--- config.mk ---
export PLATFORM = sky130hd
export DESIGN_NAME = rstatus_wb_arbiter
export DESIGN_NICKNAME = d
export VERILOG_FILES = /design/src/rtl/rstatus_pkg.sv /design/src/rtl/rstatus_fifo.sv /design/src/rtl/rstatus_wb_arbiter.sv
export SDC_FILE = /design/constraint.sdc
export NUM_CORES = 1
export LEC_CHECK = 0
export BUFFER_PORTS_ARGS = -buffer_cell sky130_fd_sc_hd__buf_2
export CORE_AREA = 3 3 141 143
export DETAILED_ROUTE_END_ITERATION = 8
export DIE_AREA = 0 0 144 146
export PLACE_DENSITY = 0.63
export SYNTH_ARGS = -nofsm -noshare
export SYNTH_HDL_FRONTEND = slang
export SYNTH_SLANG_ARGS = --single-unit
--- constraint.sdc ---
create_clock -name clock -period 9.25 [get_ports clock]
set_input_delay 1.85 -clock clock [delete_from_list [all_inputs] [get_ports clock]]
set_output_delay 1.85 -clock clock [all_outputs]
set_load 0.005 [all_outputs]
--- src/rtl/rstatus_pkg.sv ---
// Shared constants, FSM encoding and entry-packing helpers for the rstatus write arbiter.
package rstatus_pkg;

    localparam logic [4:0] RSTATUS_REG = 5'd30;

    localparam logic [2:0] EXC_ADD  = 3'd1;
    localparam logic [2:0] EXC_ADDI = 3'd2;
    localparam logic [2:0] EXC_SUB  = 3'd3;
    localparam logic [2:0] EXC_MUL  = 3'd4;
    localparam logic [2:0] EXC_DIV  = 3'd5;

    typedef enum logic [1:0] {
        IDLE   = 2'd0,
        PEND   = 2'd1,
        STARVE = 2'd2
    } rs_state_e;

    // Bit 32 tags exception entries so the counter can skip setx writes.
    function automatic logic [32:0] make_exc_entry(input logic [2:0] code);
        return {1'b1, 29'b0, code};
    endfunction

    function automatic logic [32:0] make_setx_entry(input logic [26:0] target);
        return {1'b0, 5'b0, target};
    endfunction

endpackage

--- src/rtl/rstatus_fifo.sv ---
// Circular FIFO of tagged rstatus entries: two ordered write ports, one read port.
module rstatus_fifo
    import rstatus_pkg::*;
#(
    parameter int DEPTH = 4,
    localparam int AW = $clog2(DEPTH),
    localparam int CW = AW + 1
) (
    input  logic          clock,
    input  logic          reset,
    input  logic          push0,
    input  logic [32:0]   din0,
    input  logic          push1,
    input  logic [32:0]   din1,
    input  logic          pop,
    output logic [32:0]   dout,
    output logic [CW-1:0] count,
    output logic          empty
);

    logic [32:0]   mem [DEPTH];
    logic [AW-1:0] wr_ptr;
    logic [AW-1:0] rd_ptr;

    // Storage; push1 is only ever used together with push0, so it lands one slot later.
    always_ff @(posedge clock) begin
        if (push0) mem[wr_ptr] <= din0;
        if (push1) mem[wr_ptr + AW'(1)] <= din1;
    end

    always_ff @(posedge clock) begin
        if (reset) begin
            wr_ptr <= '0;
            rd_ptr <= '0;
            count  <= '0;
        end else begin
            wr_ptr <= wr_ptr + AW'(push0) + AW'(push1);
            rd_ptr <= rd_ptr + AW'(pop);
            count  <= count + CW'(push0) + CW'(push1) - CW'(pop);
        end
    end

    assign dout  = mem[rd_ptr];
    assign empty = (count == '0);

endmodule

--- src/rtl/rstatus_wb_arbiter.sv ---
// Queues $r30 (rstatus) writes from ALU, multdiv and setx and drains them into idle writeback slots.
// Optional macro RSTATUS_EXC_COUNT_EN enables the exception write counter.
module rstatus_wb_arbiter
    import rstatus_pkg::*;
#(
    parameter int DEPTH    = 4,
    parameter int MAX_WAIT = 8
) (
    input  logic        clock,
    input  logic        reset,
    input  logic        alu_exc_valid,
    input  logic [2:0]  alu_exc_code,
    input  logic        setx_valid,
    input  logic [26:0] setx_target,
    input  logic        md_exc_valid,
    input  logic [2:0]  md_exc_code,
    input  logic        wb_busy,
    output logic        rs_we,
    output logic [4:0]  rs_waddr,
    output logic [31:0] rs_wdata,
    output logic        stall,
    output logic        bubble_req,
    output logic [31:0] rstatus,
    output logic        overflow,
    output logic [15:0] exc_count
);

    localparam int CW = $clog2(DEPTH) + 1;
    localparam int WW = $clog2(MAX_WAIT + 1);

    rs_state_e     state, state_next;
    logic [WW-1:0] wait_cnt, wait_next;
    logic [CW-1:0] count, count_next, free_slots;
    logic          empty, push0, push1, drop;
    logic [32:0]   din0, din1, head;
    logic [32:0]   young_entry;
    logic          young_valid;
    logic [1:0]    n_req;

    rstatus_fifo #(.DEPTH(DEPTH)) u_fifo (
        .clock (clock),
        .reset (reset),
        .push0 (push0),
        .din0  (din0),
        .push1 (push1),
        .din1  (din1),
        .pop   (rs_we),
        .dout  (head),
        .count (count),
        .empty (empty)
    );

    // Request compaction: md is older, so it takes port 0; ALU beats setx on a protocol clash.
    always_comb begin
        young_valid = alu_exc_valid | setx_valid;
        young_entry = alu_exc_valid ? make_exc_entry(alu_exc_code) : make_setx_entry(setx_target);
        n_req       = {1'b0, md_exc_valid} + {1'b0, young_valid};
        free_slots  = CW'(DEPTH) - count;
        din0        = md_exc_valid ? make_exc_entry(md_exc_code) : young_entry;
        din1        = young_entry;
        push0       = (n_req != 2'd0) && (free_slots != '0);
        push1       = (n_req == 2'd2) && (free_slots >= CW'(2));
        drop        = CW'(n_req) > free_slots;
    end

    assign rs_we      = !reset && !empty && !wb_busy && (state != IDLE);
    assign rs_wdata   = rs_we ? head[31:0] : 32'b0;
    assign rs_waddr   = RSTATUS_REG;
    assign stall      = (CW'(DEPTH) - count) < CW'(2);
    assign bubble_req = (state == STARVE);
    assign count_next = count + CW'(push0) + CW'(push1) - CW'(rs_we);

    // Next-state and starvation counter.
    always_comb begin
        state_next = state;
        wait_next  = wait_cnt;
        case (state)
            IDLE: begin
                if (count_next != '0) state_next = PEND;
                else                  state_next = IDLE;
            end
            PEND, STARVE: begin
                if (rs_we) begin
                    wait_next  = '0;
                    state_next = (count_next == '0) ? IDLE : PEND;
                end else if (wb_busy) begin
                    wait_next = (wait_cnt == WW'(MAX_WAIT)) ? wait_cnt : wait_cnt + WW'(1);
                    if (wait_next == WW'(MAX_WAIT)) state_next = STARVE;
                    else                            state_next = state;
                end else begin
                    state_next = state;
                end
            end
            default: begin
                state_next = IDLE;
                wait_next  = '0;
            end
        endcase
    end

    // FSM state and wait counter registers.
    always_ff @(posedge clock) begin
        if (reset) begin
            state    <= IDLE;
            wait_cnt <= '0;
        end else begin
            state    <= state_next;
            wait_cnt <= wait_next;
        end
    end

    // Shadow of $r30 and sticky drop flag.
    always_ff @(posedge clock) begin
        if (reset) begin
            rstatus  <= 32'b0;
            overflow <= 1'b0;
        end else begin
            if (rs_we) rstatus <= rs_wdata;
            if (drop)  overflow <= 1'b1;
        end
    end

`ifdef RSTATUS_EXC_COUNT_EN
    // Saturating count of exception-sourced writes.
    always_ff @(posedge clock) begin
        if (reset) begin
            exc_count <= 16'h0000;
        end else if (rs_we && head[32] && (exc_count != 16'hFFFF)) begin
            exc_count <= exc_count + 16'd1;
        end
    end
`else
    logic unused_tag;
    assign unused_tag = head[32];
    assign exc_count  = 16'h0000;
`endif

endmodule

# Word level (Yosys, flattened, before mapping)
# Memories as Yosys holds them, arrays and structs flattened. A register that Yosys moved wholly into a read port is not among the register bits.
# Index checks and enable logic that the tools add are counted.
# totals
ramBits,132
out_inout_bits,89
in_bits,39
ff_bits,46
memories,1
# mem_list
name,depth,word_bits,read_ports,rd_clocked_by_memory_dff,wr,line_no,text
u_fifo.mem,4,33,1,1,2,rstatus_fifo.sv:21,logic [32:0] mem [DEPTH];
# classes
n_mux,18
bitwise,2
magnitude_cmp,3
eq_ne,7
n_reduce_logical,18
add_sub_neg,10
# op_table
cell,n
$mux 33,2
$mux 32,1
$mux 4,3
$eq 4x4->1 const B,2
$mux 2,4
$pmux 4 s2,1
$add 2x1->2,3
$add 3x1->3,2
$logic_not 3->1,2
$mux 1,6
$ne 3x3->1 const B,2
$reduce_bool 3->1,2
$logic_and 1x1->1,5
$add 4x1->4 const B,1
$eq 2x2->1 const B,2
$pmux 2 s2,1
$reduce_and 2->1,2
$reduce_bool 2->1,2
$ge 3x2->1 const B,1
$gt 2x3->1,1
$logic_not 1->1,3
$lt 3x2->1 const B,1
$sub 3x1->3,1
$sub 3x3->3 const A,1
other kinds (7),7

# Longest topological paths before layout
# Gate-level depths: netlist of the first run.
# logic_depth
ltp_word,11
mapped_depth,15
depth_no_buf,14

# Hierarchy
# From an unflattened synthesis of the first run, not the netlist that was laid out.
# hier_totals
cells_unflattened,705
hier_area_um2,9496.6
# modules_own_cells
mod,area_each_um2,cells_per_inst,instances,seq_area_each_um2
rstatus_fifo,6729.0,356,1,4103.9
rstatus_wb_arbiter,2767.7,349,1,780.7

# Worst setup path before layout of the first run
# Ideal clock, no wire load.
# synth_timing
path_kind,input to register
from,in alu_exc_valid
to,mem u_fifo.mem[0][0] (enable)
cell_stages,8
arrival_ps,4988
setup_slack_ps,3809
cell_sequence,clkbuf_1 clkbuf_1 or2_2 inv_1 ha_1 nor2_1 inv_1 o31ai_1
# synth_lines
item,line_no,text
start: declaration,rstatus_wb_arbiter.sv:11,"input logic alu_exc_valid,"
end: declaration,rstatus_fifo.sv:21,

# Worst setup path in the final report of the first run
# layout_timing
from,in reset
to,out rs_we
# layout_between
elab_chain_cells,4
# layout_rtl
item,line_no,text
start: declaration,rstatus_wb_arbiter.sv:10,"input logic reset,"
$logic_not 1->1,rstatus_wb_arbiter.sv:66,assign rs_we = !reset && !empty && !wb_busy && (state != IDLE);
$logic_and 1x1->1 (3 in a row),rstatus_wb_arbiter.sv:66,
end: declaration,rstatus_wb_arbiter.sv:18,"output logic rs_we,"
# Every way passes these cells.

==> results.rst, run 1 <==
.. list-table::
   :header-rows: 1

   * - Metric
     - Value
   * - Result of the run
     - completed
   * - Max Cap Viol
     - 0
   * - Leading register cell type out of synthesis
     - sky130_fd_sc_hd__edfxtp_1
   * - Standby leakage power
     - 3.33 nW
   * - Number of sinks driven by the clock tree
     - 149
   * - Vias after detailed routing
     - 4,523
   * - Final setup fails
     - 0
   * - Setup Buffers After CTS
     - 0
   * - Routed vias/inst
     - 4.92
   * - Number of placement rows
     - 50
   * - Vias in the first global route
     - 4,723
   * - Kind of critical path
     - in2out
   * - Post-DP HPWL
     - 10.5 mm
   * - Layout cell share with drive strength beyond 1
     - 0.315
   * - CTS tree
     - done
   * - WP buf/inv
     - 3
   * - Crit-path slowest cell
     - sky130_fd_sc_hd__nand2_2
   * - CP arrival
     - 3690 ps
   * - Global-route wire length before repair
     - 25.8 mm
   * - Fraction of synthesized area in multiplexers
     - 0.0938
   * - Unique cell type count in the Yosys netlist
     - 47
   * - Floorplan Core Area
     - 18,700 µm²
   * - Combined global-route utilization of all metal layers
     - 0.163
   * - Start point of the critical path
     - reset
   * - Worst flop-to-flop path startpoint
     - u_fifo.count[0]$_SDFF_PP0_
   * - Max clock buf depth
     - 2
   * - Mean Syn Cell Area
     - 12.2 µm²
   * - Effective utilization at floorplan
     - 0.381
   * - DRC Markers
     - 0
   * - Number of buffers inserted during clock tree synthesis
     - 17
   * - Wire length after detailed routing
     - 16.3 mm
   * - Clock root buffer
     - sky130_fd_sc_hd__clkbuf_16
   * - Netlist area before placement
     - 7120 µm²
   * - Detailed-route wire length per cell
     - 17.8 µm
   * - First-pass detailed-route iteration total
     - 5
   * - Dpl cell area
     - 7710 µm²
   * - Critical path fanouts, max
     - 43
   * - Final critical-path share of the clock period
     - 0.599
   * - Pins over their slew limit
     - 0
   * - Kind of cell with the highest combined delay on the critical path
     - buffers and inverters
   * - Die Span Y
     - 146 µm
   * - Highest clock frequency the design can meet
     - 181 MHz
   * - Largest stage delay, worst path
     - 720 ps
   * - Net count of the finished layout
     - 729
   * - Adder-cell share of the synthesized area
     - 0.0348
   * - Resized Gates After CTS
     - 0
   * - Filler Cell Count
     - 1,712
   * - Count of flip-flops with a built-in enable after synthesis
     - 108
   * - RD Place Congestion
     - 0.743
   * - Number of I/O port buffers
     - 96
   * - Antenna Cells
     - 0
   * - Headroom to the max-slew limit
     - 0.268
   * - Tightest Pin Transition
     - 1100 ps
   * - Simple-gate share of the synthesized area
     - 0.163
   * - GR Overflow Total
     - 0
   * - Cell Pwr Density
     - 272 nW/µm²
   * - Area of all placed cells without fillers
     - 8270 µm²
   * - Nature of the critical path startpoint
     - input pin
   * - Pin count of the biggest net entering global routing
     - 44
   * - Crit-path most repeated cell
     - sky130_fd_sc_hd__buf_2
   * - I/O pin count
     - 128
   * - Register bit count reported by yosys
     - 149
   * - Worst Skew
     - 6.20 ps
   * - Worst Hold Class
     - reg2reg
   * - Final hold vios
     - 0
   * - Synthesis-to-finish area growth
     - 16.2%
   * - Clk pin slew, worst setup/hold paths
     - 60 ps
   * - Startpoint of the most critical hold path
     - rstatus[22]$_SDFFE_PP0P_
   * - Total design power
     - 2.25 mW
   * - Post-CTS Hold Fix Bufs
     - 0
   * - Sum of negative setup slack
     - 0 ps
   * - Critical Path Sink Type
     - output port
   * - Crit path required time
     - 7400 ps
   * - Number of warnings reported in the yosys synthesis log
     - 0
   * - Part of the Yosys area used for sequential elements
     - 0.571
   * - Share of the synthesized area in compound gates (AO/OA/AOI/OAI)
     - 0.0636
   * - Largest vdd supply drop
     - 0.157 mV
   * - Synthesized netlist cell count
     - 585
   * - Number of design-rule violations left by the first detailed-router iteration
     - 331
   * - Initial antenna violation count
     - 0
   * - Final period demand of the worst path
     - 5540 ps
   * - Share of flip-flops with an asynchronous set or reset
     - 0
   * - Setup repair after global routing missed its margin
     - no
   * - Width of the die
     - 144 µm
   * - Number of levels in the clock H-tree
     - 4
   * - Cell Chain, Critical Path
     - buf_2 -> nor2_2 -> nand2_2 -> inv_1 -> buf_2
   * - XOR/XNOR Fraction of Synth Area
     - 0.00492
   * - Overall die area
     - 21,000 µm²
   * - Largest family of logic cells by synthesized area
     - simple AND/OR/NAND/NOR gates
   * - Number of nets still failing antenna checks after routing
     - 0
   * - Insertion delay of the later-clocked pin in the worst-skew pair
     - 420 ps
## power breakdown
group / internal [mW] / switching (mW) / leakage [nW]
clock: 0.408 / 0.259 / 0.279
combinational: 0.204 / 0.347 / 1.67
sequential: 0.960 / 0.0714 / 1.38
total: 1.57 / 0.677 / 3.33
## cell usage after synthesis, drive strengths merged, types with 2 or more instances
cell type    n  area [µm²]
xnor2        3        26.3
edfxtp     108        3240
o211ai       3        27.5
clkbuf      12        45.0
inv         19        71.3
nand3        2        10.0
and3        28         275
or2          3        18.8
o31ai        4        40.0
mux4        27         608
fa           3        60.1
conb         2        7.51
nand2        4        15.0
buf         53         367
ha          15         188
mux2i        6        60.1
o21ai        6        33.8
nor2b        4        25.0
nor2       152         571
dfxtp       41         821
nand2b      28         175
a21oi       45         308
nand3b       2        15.0
and2         2        12.5
## layout by cell type (no fill, tap or decap), types with 2 or more instances in the layout
cell type                   instances
sky130_fd_sc_hd__nor2_4             2
sky130_fd_sc_hd__and2_1             2
sky130_fd_sc_hd__nand3b_1           2
sky130_fd_sc_hd__and3_1             8
sky130_fd_sc_hd__clkbuf_1           3
sky130_fd_sc_hd__inv_1             17
sky130_fd_sc_hd__nand2b_1          28
sky130_fd_sc_hd__edfxtp_1         108
sky130_fd_sc_hd__clkinv_1           2
sky130_fd_sc_hd__o31ai_2            2
sky130_fd_sc_hd__and3_4            20
sky130_fd_sc_hd__ha_1              15
sky130_fd_sc_hd__buf_4              8
sky130_fd_sc_hd__nand3_1            2
sky130_fd_sc_hd__nor2_1           147
sky130_fd_sc_hd__mux4_2            27
sky130_fd_sc_hd__buf_2             96
sky130_fd_sc_hd__conb_1            31
sky130_fd_sc_hd__clkinv_2           4
sky130_fd_sc_hd__clkbuf_8           2
sky130_fd_sc_hd__xnor2_1            3
sky130_fd_sc_hd__inv_2              2
sky130_fd_sc_hd__nand2_1            3
sky130_fd_sc_hd__nor2b_1            4
sky130_fd_sc_hd__mux2i_1            6
sky130_fd_sc_hd__nor2_2             3
sky130_fd_sc_hd__a21oi_1           23
sky130_fd_sc_hd__clkbuf_16         17
sky130_fd_sc_hd__fa_1               3
sky130_fd_sc_hd__dfxtp_1           40
sky130_fd_sc_hd__bufinv_16          2
sky130_fd_sc_hd__o211ai_1           2
sky130_fd_sc_hd__a21oi_2           22
sky130_fd_sc_hd__o21ai_1            5
## flip-flops by register name (all words and copies together) (netlist names)
register and count:
u_fifo.count 3, rstatus 27, overflow 1, u_fifo.wr_ptr 2
state 2, u_fifo.rd_ptr 2, u_fifo.mem 108, wait_cnt 4
## kinds of logic (layout without fill, tap and decap cells)
kind of cell	count (synthesis)	after routing
muxes	33	33
buffers and inverters	84	155
AOI/OAI and AO/OA	64	64
adders and majority gates	18	18
xor gates and xnor gates	4	4
other	2	31
DFF	149	149
and+or+nand+nor	231	231
## layout make-up
class	count	area, µm²	area share
Inverter	19	71.3	0.00862
Tap cell	234	293	0.0354
Clock buffer	22	464	0.0561
Multi-Input combinational cell	381	2740	0.331
Sequential cell	149	4070	0.491
Clock inverter	10	104	0.0126
Timing Repair Buffer	104	541	0.0653
## stage by stage
| step | hold slack, ps | utilization | cells | setup slack [ps] |
|---|---|---|---|---|
| final | 482 | 0.442 | 919 | 3710 |
| after global routing | 521 | 0.442 | 919 | 3520 |
| after CTS | 489 | 0.442 | 919 | 3660 |
| after detailed placement | 475 | 0.412 | 887 | 3680 |
| after global placement | 470 | 0.412 | 887 | 3770 |
| after floorplan | 461 | - | 614 | 3810 |
## tightest hold or removal path: cells and delay by family (launching register included)
family           cells  cell delay [ps]
AND/OR/NAND/NOR      1               70
AO/OA/AOI/OAI        1               60
flip-flops           1              320
## worst paths after layout
path                              endpoint  slack (ps)  cells after the start
hold reg to reg   rstatus[22]$_SDFFE_PP0P_         480                      2
setup / recovery                     rs_we        3710                      5
setup reg to reg     state[0]$_SDFFE_PP0P_        5680                     13
hold / removal    rstatus[22]$_SDFFE_PP0P_         480                      2
## layer usage
metal  share of wire  track usage  vias to the layer above  wire (µm)
met5               0            0                        -          0
met2            0.53        0.289                      148       8640
met4          0.0088       0.0391                        0        143
li1                -            -                     2159          -
met1            0.40        0.195                     2204       6550
met3           0.060       0.0434                       12        985
No activity file was read; power rests on OpenSTA's default activity.
==> run 2: changes to the inputs <==
--- a/config.mk
+++ b/config.mk
@@ -9,7 +9,7 @@
 export CORE_AREA = 3 3 141 143
 export DETAILED_ROUTE_END_ITERATION = 8
 export DIE_AREA = 0 0 144 146
-export PLACE_DENSITY = 0.63
+export PLACE_DENSITY = 0.65
 export SYNTH_ARGS = -nofsm -noshare
 export SYNTH_HDL_FRONTEND = slang
 export SYNTH_SLANG_ARGS = --single-unit
==> constraint.sdc (replaced) <==
create_clock -name clock -period 4.7 [get_ports clock]
set_input_delay 0.94 -clock clock [delete_from_list [all_inputs] [get_ports clock]]
set_output_delay 0.94 -clock clock [all_outputs]
set_load 0.005 [all_outputs]
==> run 2 against run 1 <==
  * Flip-flop and latch count unchanged
  * Clock power up 96%
  * First-iteration DRC count down 13%
  * Setup slack worse by 2400 ps
  * Register-to-register slack worse by 4100 ps
  * Global-route usage down 0.97 points
  * Sequential power up 97%
  * Largest cell class unchanged
==> results.rst, run 2 (synthesis gave the netlist of run 1 again) <==
.. list-table::
   :header-rows: 1

   * - Metric
     - Value
   * - Vias after detailed routing
     - 4,446 (-1.7%)
   * - Synthesis-to-finish area growth
     - 16.4%
   * - Antenna Cells
     - 0 (unchanged)
   * - Number of placement rows
     - 50 (unchanged)
   * - Number of buffers inserted during clock tree synthesis
     - 17 (unchanged)
   * - Combined global-route utilization of all metal layers
     - 0.153 (-0.00972)
   * - Crit path required time
     - 3760 ps (-3640 ps)
   * - Routed vias/inst
     - 4.82 (-2.0%)
   * - Final critical-path share of the clock period
     - 0.713
   * - Biggest register
     - u_fifo.mem
   * - Global-route wire length before repair
     - 24.5 mm (-5.3%)
   * - Detailed-route wire length per cell
     - 16.8 µm (-5.3%)
   * - Number of levels in the clock H-tree
     - 4 (unchanged)
   * - Sum of negative setup slack
     - 0 ps (unchanged)
   * - Number of design-rule violations left by the first detailed-router iteration
     - 287 (-13%)
   * - Worst Hold Class
     - reg2reg
   * - Kind of critical path
     - reg2out
   * - Highest clock frequency the design can meet
     - 298 MHz
   * - Clock root buffer
     - sky130_fd_sc_hd__clkbuf_16
   * - Number of I/O port buffers
     - 96 (unchanged)
   * - Nature of the critical path startpoint
     - register
   * - Filler Cell Count
     - 1,722 (+0.58%)
   * - DRC Markers
     - 0 (unchanged)
   * - GR Overflow Total
     - 0 (unchanged)
   * - Finished Core Util
     - 0.443 (+0.000736)
   * - Post-DP HPWL
     - 9.74 mm (-7.3%)
   * - Overall die area
     - 21,000 µm² (unchanged)
   * - Biggest registers after layout
     - u_fifo.mem (108), rstatus (27), wait_cnt (4)
   * - Critical path fanouts, max
     - 28 (-35%)
   * - Net count of the finished layout
     - 732 (+0.41%)
   * - Final setup fails
     - 0 (unchanged)
   * - Final hold vios
     - 0 (unchanged)
   * - Setup Buffers After CTS
     - 0 (unchanged)
   * - Floorplan Core Area
     - 18,700 µm² (unchanged)
   * - Post-CTS Hold Fix Bufs
     - 0 (unchanged)
   * - Number of sinks driven by the clock tree
     - 149 (unchanged)
   * - Cell Pwr Density
     - 531 nW/µm² (+95%)
   * - Standby leakage power
     - 3.34 nW (+0.31%)
   * - Commonest non-fill, non-tap cell in the layout
     - sky130_fd_sc_hd__nor2_1
   * - Initial antenna violation count
     - 0 (unchanged)
   * - Result of the run
     - completed
   * - Worst Skew
     - 8.64 ps (+2.45 ps)
   * - Insertion delay of the later-clocked pin in the worst-skew pair
     - 420 ps (about the same)
   * - Worst reg2reg path endpoint
     - state[0]$_SDFFE_PP0P_
   * - Worst flop-to-flop path startpoint
     - u_fifo.count[1]$_SDFF_PP0_
   * - I/O pin count
     - 128 (unchanged)
   * - CP arrival
     - 2410 ps (-1280 ps)
   * - Vias in the first global route
     - 4,427 (-6.3%)
   * - Wire length after detailed routing
     - 15.5 mm (-5.0%)
   * - Resized Gates After CTS
     - 0 (unchanged)
   * - Largest vdd supply drop
     - 0.292 mV (+86%)
   * - Minimum setup slack among reg-to-reg paths
     - 1560 ps (-4120 ps)
   * - Number of nets still failing antenna checks after routing
     - 0 (unchanged)
   * - Clk pin slew, worst setup/hold paths
     - 60 ps (about the same)
   * - Final period demand of the worst path
     - 3350 ps
   * - Critical Path Sink Type
     - output port
   * - Layout cell share with drive strength beyond 1
     - 0.318 (+0.00299)
   * - Worst slack at placement
     - 950 ps (-2730 ps)
   * - Start point of the critical path
     - u_fifo.rd_ptr[0]$_SDFF_PP0_
   * - RD Place Congestion
     - 0.778 (+4.7%)
   * - Setup repair after global routing missed its margin
     - no
   * - Worst reg-to-reg path cell count
     - 12 (-1)
   * - Pin count of the biggest net entering global routing
     - 43 (-2.3%)
   * - Tightest Pin Transition
     - 1110 ps (+14.4 ps)
   * - Die Span Y
     - 146 µm (unchanged)
   * - Max reg flops
     - 108 (unchanged)
   * - Minimum setup slack in the final design
     - 1350 ps (-2360 ps)
   * - First-pass detailed-route iteration total
     - 4 (-1)
   * - Pins over their slew limit
     - 0 (unchanged)
   * - CTS tree
     - done
   * - Max Cap Viol
     - 0 (unchanged)
   * - Effective utilization at floorplan
     - 0.381 (unchanged)
   * - Commonest cells after routing, fill and taps aside
     - 147 x sky130_fd_sc_hd__nor2_1, 108 x sky130_fd_sc_hd__edfxtp_1, 96 x sky130_fd_sc_hd__buf_2, 40 x sky130_fd_sc_hd__dfxtp_1, 31 x sky130_fd_sc_hd__conb_1
   * - Width of the die
     - 144 µm (unchanged)
   * - Max clock buf depth
     - 2 (unchanged)
   * - Headroom to the max-slew limit
     - 0.258 (-0.00959)
   * - End of the critical path
     - rs_wdata[23]
[run 2: how the worst min path moves through the flow]
stage,from,to,depth (start not counted)
global placement,overflow$_SDFFE_PP0N_,overflow$_SDFFE_PP0N_,2
detailed placement,overflow$_SDFFE_PP0N_,overflow$_SDFFE_PP0N_,2
CTS,overflow$_SDFFE_PP0N_,overflow$_SDFFE_PP0N_,2
finish,overflow$_SDFFE_PP0N_,overflow$_SDFFE_PP0N_,2
global route,rstatus[22]$_SDFFE_PP0P_,rstatus[22]$_SDFFE_PP0P_,2
floorplan,overflow$_SDFFE_PP0N_,overflow$_SDFFE_PP0N_,2
[run 2: cell type report]
type                    count  area, µm²  area share
well taps                 234        293      0.0353
repair buffers            107        563      0.0679
multi-input cells         381       2740       0.330
inverters                  19       71.3     0.00861
flip-flops and latches    149       4070       0.490
clock inverters            11        109      0.0131
clock buffers              21        450      0.0543
[run 2: metrics by stage]
stage	power (mW)	hold WS, ps	instance area (µm²)	instances
floorplan	2.78	461	7230	614
global placement	3.13	458	7730	890
detailed placement	3.15	467	7730	890
CTS	4.45	482	8290	922
global route	4.64	500	8290	922
finish	4.40	479	8290	922
[run 2: critical path: stages (launching register included)]
cell and delay, ps:
sky130_fd_sc_hd__dfxtp_2 1000, sky130_fd_sc_hd__mux4_2 600, sky130_fd_sc_hd__and3_1 240, sky130_fd_sc_hd__buf_2 140
[run 2: layer usage]
layer	routed length, µm	vias up	track usage
li1	-	2167	-
met1	6840	2113	0.208
met2	7580	150	0.244
met3	907	16	0.0378
met4	171	0	0.0410
met5	0	-	0
[run 2: power breakdown]
part | internal [mW] | switching, mW
combinational | 0.410 | 0.658
sequential | 1.89 | 0.141
clock | 0.787 | 0.518
total | 3.08 | 1.32
